### config.mk
export PLATFORM = sky130hd
export DESIGN_NAME = seq_divider
export DESIGN_NICKNAME = d
export VERILOG_FILES = /design/src/rtl/div_pkg.sv /design/src/rtl/div_step.sv /design/src/rtl/seq_divider.sv
export SDC_FILE = /design/constraint.sdc
export NUM_CORES = 1
export LEC_CHECK = 0
export BUFFER_PORTS_ARGS = -buffer_cell sky130_fd_sc_hd__buf_4
export CAP_MARGIN = 0
export CORE_MARGIN = 2
export CORE_UTILIZATION = 58
export DETAILED_ROUTE_END_ITERATION = 10
export PLACE_DENSITY = 0.91
export SLEW_MARGIN = 20
export SYNTH_ARGS = -nofsm -noshare
export SYNTH_HDL_FRONTEND = slang
export SYNTH_SLANG_ARGS = --single-unit
### constraint.sdc
create_clock -name clk -period 4.05 [get_ports clk]
set_input_delay 0.81 -clock clk [delete_from_list [all_inputs] [get_ports clk]]
set_output_delay 0.81 -clock clk [all_outputs]
set_load 0.03 [all_outputs]
### src/rtl/div_pkg.sv
// Shared types and constants for the sequential divider.
// FSM state encoding, default operand width, ALUFlags bit positions.
package div_pkg;

  typedef enum logic [1:0] {
    IDLE = 2'd0,
    CALC = 2'd1,
    DONE = 2'd2
  } state_t;

  localparam int DEF_WIDTH = 32;

  localparam int FLAG_N = 3;
  localparam int FLAG_Z = 2;
  localparam int FLAG_C = 1;
  localparam int FLAG_V = 0;

endpackage

### src/rtl/div_step.sv
// One restoring-division iteration (shift, trial-subtract, select).
// Ports: rem/quot/dvs in; rem_next/quot_next out. Purely combinational.
module div_step #(
  parameter int WIDTH = 32
) (
  input  logic [WIDTH-1:0] rem,
  input  logic [WIDTH-1:0] quot,
  input  logic [WIDTH-1:0] dvs,
  output logic [WIDTH-1:0] rem_next,
  output logic [WIDTH-1:0] quot_next
);

  // Shifted remainder needs one extra bit: it can reach 2*dvs-1.
  logic [WIDTH:0] sh;
  logic [WIDTH:0] diff;
  logic           ge;

  always_comb begin
    sh        = {rem, quot[WIDTH-1]};
    ge        = (sh >= {1'b0, dvs});
    diff      = sh - {1'b0, dvs};
    rem_next  = ge ? diff[WIDTH-1:0] : sh[WIDTH-1:0];
    quot_next = {quot[WIDTH-2:0], ge};
  end

endmodule

### src/rtl/seq_divider.sv
// Multi-cycle restoring divider: quotient, remainder and {N,Z,C,V} flags.
// Ports: clk, reset (async, low), start, a, b, [is_signed], busy, done,
// Result, Result2, ALUFlags. Signed mode enabled by macro DIV_SIGNED_EN.
module seq_divider
  import div_pkg::*;
#(
  parameter int WIDTH = DEF_WIDTH
) (
  input  logic             clk,
  input  logic             reset,
  input  logic             start,
  input  logic [WIDTH-1:0] a,
  input  logic [WIDTH-1:0] b,
`ifdef DIV_SIGNED_EN
  input  logic             is_signed,
`endif
  output logic             busy,
  output logic             done,
  output logic [WIDTH-1:0] Result,
  output logic [WIDTH-1:0] Result2,
  output logic [3:0]       ALUFlags
);

  localparam int CW = $clog2(WIDTH);

  state_t           state;
  logic [CW-1:0]    cnt;
  logic [WIDTH-1:0] rem;
  logic [WIDTH-1:0] quot;
  logic [WIDTH-1:0] dvs;
  logic             neg_q;
  logic             neg_r;
  logic             ovf;

  logic             sgn;
  logic             a_neg;
  logic             b_neg;
  logic [WIDTH-1:0] a_mag;
  logic [WIDTH-1:0] b_mag;
  logic             ovf_in;
  logic [WIDTH-1:0] rem_next;
  logic [WIDTH-1:0] quot_next;
  logic [WIDTH-1:0] q_fin;
  logic [WIDTH-1:0] r_fin;

`ifdef DIV_SIGNED_EN
  assign sgn = is_signed;
`else
  assign sgn = 1'b0;
`endif

  // Most-negative / -1 overflows; magnitude path still yields MIN.
  always_comb begin
    a_neg  = sgn & a[WIDTH-1];
    b_neg  = sgn & b[WIDTH-1];
    a_mag  = a_neg ? (~a + 1'b1) : a;
    b_mag  = b_neg ? (~b + 1'b1) : b;
    ovf_in = sgn && (a == {1'b1, {(WIDTH-1){1'b0}}})
                 && (b == {WIDTH{1'b1}});
    q_fin  = neg_q ? (~quot_next + 1'b1) : quot_next;
    r_fin  = neg_r ? (~rem_next + 1'b1) : rem_next;
  end

  div_step #(.WIDTH(WIDTH)) u_step (
    .rem       (rem),
    .quot      (quot),
    .dvs       (dvs),
    .rem_next  (rem_next),
    .quot_next (quot_next)
  );

  always_ff @(posedge clk or negedge reset) begin
    if (!reset) begin
      state    <= IDLE;
      cnt      <= '0;
      rem      <= '0;
      quot     <= '0;
      dvs      <= '0;
      neg_q    <= 1'b0;
      neg_r    <= 1'b0;
      ovf      <= 1'b0;
      busy     <= 1'b0;
      done     <= 1'b0;
      Result   <= '0;
      Result2  <= '0;
      ALUFlags <= '0;
    end else begin
      unique case (state)
        IDLE: begin
          if (start) begin
            busy  <= 1'b1;
            neg_q <= a_neg ^ b_neg;
            neg_r <= a_neg;
            ovf   <= ovf_in;
            cnt   <= '0;
            rem   <= '0;
            quot  <= a_mag;
            dvs   <= b_mag;
            if (b == '0) begin
              state            <= DONE;
              done             <= 1'b1;
              Result           <= '1;
              Result2          <= a;
              ALUFlags         <= '0;
              ALUFlags[FLAG_N] <= 1'b1;
              ALUFlags[FLAG_V] <= 1'b1;
            end else begin
              state <= CALC;
            end
          end
        end
        CALC: begin
          rem  <= rem_next;
          quot <= quot_next;
          cnt  <= cnt + 1'b1;
          if (cnt == CW'(WIDTH-1)) begin
            state            <= DONE;
            done             <= 1'b1;
            Result           <= q_fin;
            Result2          <= r_fin;
            ALUFlags[FLAG_N] <= q_fin[WIDTH-1];
            ALUFlags[FLAG_Z] <= (q_fin == '0) && (r_fin == '0);
            ALUFlags[FLAG_C] <= 1'b0;
            ALUFlags[FLAG_V] <= ovf;
          end
        end
        DONE: begin
          state <= IDLE;
          done  <= 1'b0;
          busy  <= 1'b0;
        end
        default: begin
          state <= IDLE;
          done  <= 1'b0;
          busy  <= 1'b0;
        end
      endcase
    end
  end

endmodule

==> flow_summary_export.csv <==
group,metric,value,unit
synthesis,synth_ff_type,"dfrtp_1",
critical_path,path_buf_inv,2,
sta,worstMarginPinSlew,0.814,ns
critical_path,critPathLaunchType,"flop",
global_route,grt_antenna_before_repair,0,
final_layout,syn2layout_area_growth,19.4,%
critical_path,cp.required,4.35,ns
clocking,h-tree-depth,4,
global_route,grt_usage,31.3,%
clocking,cts.path.max_buffers,2,
routing,drt_drc_violations_left,0,
placement,numPortBuffers,135,
clocking,post_cts_buffers,0,
final_layout,fin_nets,1172,
synthesis,yosysUniqueCellTypes,67,
critical_path,crit_fanout,5,
clocking,cts_tree,"built",
sta,hold_violations,0,
critical_path,slowest_delay,0.43,ns
die,die_height,129,um
synthesis,synth.top_cells.by_area,"dfrtp_1 (47%), nand2_1 (6.0%), ha_1 (4.7%)",
routing,wire_per_inst,19.7,um
die,die_w,129,um
status,status,"complete, no violations",
synthesis,synth_edf_count,0,
clocking,cts.clk_slew.worst_paths,0.07,ns
placement,placed_cell_area,10300,sq um
routing,routed_via_density,6.25,
die,core_area,15300,sq um
synthesis,synth.avg_cell_area,9.46,sq um
die,ios,137,
die,fp-row-count,45,
placement,dpl.hpwl,18100,um
hold_path,hold_class,"input pin to async pin",
routing,routed_wirelength,25500,um
synthesis,yosysSeqAreaShare,47.1,%
sta,period_minus_slack,3.58,ns
clocking,ctsHoldBuffers,0,
clocking,cts_resized,0,
synthesis,syn-cell-area,9080,sq um
critical_path,slowest_stage,"dfrtp_1",
routing,vias,8092,
synthesis,ys_async_sr_fraction,100,%
critical_path,worstSetupPathType,"flop to flop",
sta,fin_crit_sh,88.5,%
sta,fmax,0.279,GHz
critical_path,setup.worst_path.end_class,"flop",
sta,fin_skew,0.00582,ns
sta,setup_viol,0,
final_layout,layout_common_cells,"dfrtp_1 (171), nand2_1 (145), buf_4 (145), o21ai_0 (68), nor2_1 (58)",
sta,rsz0062_at_grt,"no",
final_layout,antenna_cells,0,
final_layout,fin_area,10800,sq um
sta,timing.slew.headroom,45.6,%
clocking,cts_root_buffer,"clkbuf_16",
synthesis,yosysTopAreaCellShare,47.1,%
critical_path,crit_chain,"inv_1 > ha_1 > inv_1 > fa_1 > a21o_1 > a221oi_2 > o31a_1 > o21ai_1 > a41o_1 > a311o_1 > a31oi_1 > mux2i_1 > o21ai_1",
sta,setup_tns,0,ns
clocking,cts_num_sinks,171,
critical_path,cp.arrival,3.89,ns
global_route,overflow,0,
die,die_area,16700,sq um
global_route,grt_pass1_vias,7930,
synthesis,yosys_warnings,0,
global_route,grt_pass1_wl,40500,um
clocking,clk_latency,0.44,ns
routing,dr.pass1.iters,6,
sta,slew_viol_final,0,
synthesis,ys_ff_latch,171,
critical_path,crit_family,"compound AO/OA/AOI/OAI gates",
clocking,cts_inserted_buffers,17,
die,initial_core_util,59.5,%
global_route,grt_max_degree,71,
synthesis,synth_cells,960,
routing,ant_nets,0,
synthesis,syn-num-nets,1062,
placement,place.gp.congestion,0.949,
final_layout,drive_above_1_share,18.1,%
run,maxCapViolations,0,
synthesis,synth_top_cell_by_area,"dfrtp_1",
final_layout,final_common_cell,"dfrtp_1",
routing,first_iter_violations,822,
worst paths after layout:
kind | from | to | slack (ns) | depth (start not counted)
setup / recovery | quot[31]$_DFFE_PN0P_ | rem[30]$_DFFE_PN0P_ | 0.47 | 13
hold / removal | reset | Result[25]$_DFFE_PN0P_ | 0.36 | 1
setup reg to reg | quot[31]$_DFFE_PN0P_ | rem[30]$_DFFE_PN0P_ | 0.47 | 13
hold reg to reg | done$_DFFE_PN0P_ | done$_DFFE_PN0P_ | 0.50 | 2
max in group asynchronous | reset | dvs[22]$_DFFE_PN0P_ | 2.79 | 2
min in group clk | done$_DFFE_PN0P_ | done$_DFFE_PN0P_ | 0.50 | 2
state kept, by name, summed over array words and instances, names as in the netlist:
| signal | cells |
|---|---|
| busy | 1 |
| done | 1 |
| state | 2 |
| rem | 32 |
| dvs | 32 |
| cnt | 5 |
| Result2 | 32 |
| quot | 32 |
| ALUFlags | 3 |
| Result | 31 |
synthesized netlist by cell type (all sizes together), types with 15 or more instances:
| library cell | count |
|---|---|
| clkbuf | 47 |
| a21oi | 58 |
| inv | 41 |
| nand2 | 145 |
| ha | 34 |
| o21ai | 85 |
| mux2i | 38 |
| xnor2 | 15 |
| a21o | 52 |
| nor2 | 58 |
| o22a | 45 |
| dfrtp | 171 |
| nor4 | 24 |
metrics by stage:
step	setup WS, ns	hold slack, ns	instances	util, %
2_1_floorplan	0.913	0.465	960	-
5_1_grt	0.297	0.394	1294	71.1
3_5_place_dp	0.601	0.487	1262	67.3
4_1_cts	0.531	0.385	1294	71.1
6_report	0.467	0.356	1294	71.1
3_3_place_gp	0.692	0.480	1262	67.3
worst reg2reg max path: stages, from the launching register on:
cell	delay [ns]
dfrtp_1	0.43
inv_1	0.09
ha_1	0.16
inv_1	0.05
fa_1	0.39
a21o_1	0.23
a221oi_2	0.36
o31a_1	0.24
o21ai_1	0.16
a41o_1	0.35
a311o_1	0.42
a31oi_1	0.22
mux2i_1	0.27
o21ai_1	0.08
cells by family after synthesis:
logic type	share of synthesized area, %
simple gates	14.4
other cells	0.0413
xor+xnor	2.31
mux	4.81
compound gates	21.7
fa+ha+maj	4.90
buf+inv	4.64
flops	47.1
per-layer routing:
metal / vias up / share of wire [%] / track usage [%]
met4: 0 / 4.5 / 14.6
met1: 3948 / 39 / 39.1
met3: 109 / 7.0 / 7.14
met2: 384 / 50 / 52.1
met5: - / 0 / 0
li1: 3651 / - / -
final cells by class:
cell class                 instances  area (sq um)
multi-input combinational        690          4410
inverter                          41           154
clock inverter                    15           154
timing repair buffer             149          1160
tap                              211           264
sequential                       171          4280
clock buffer                      17           425
fill                            1090          4410
Power is not shown: default switching activity piles up to over one toggle a cycle in this logic, so the estimate is an artifact.
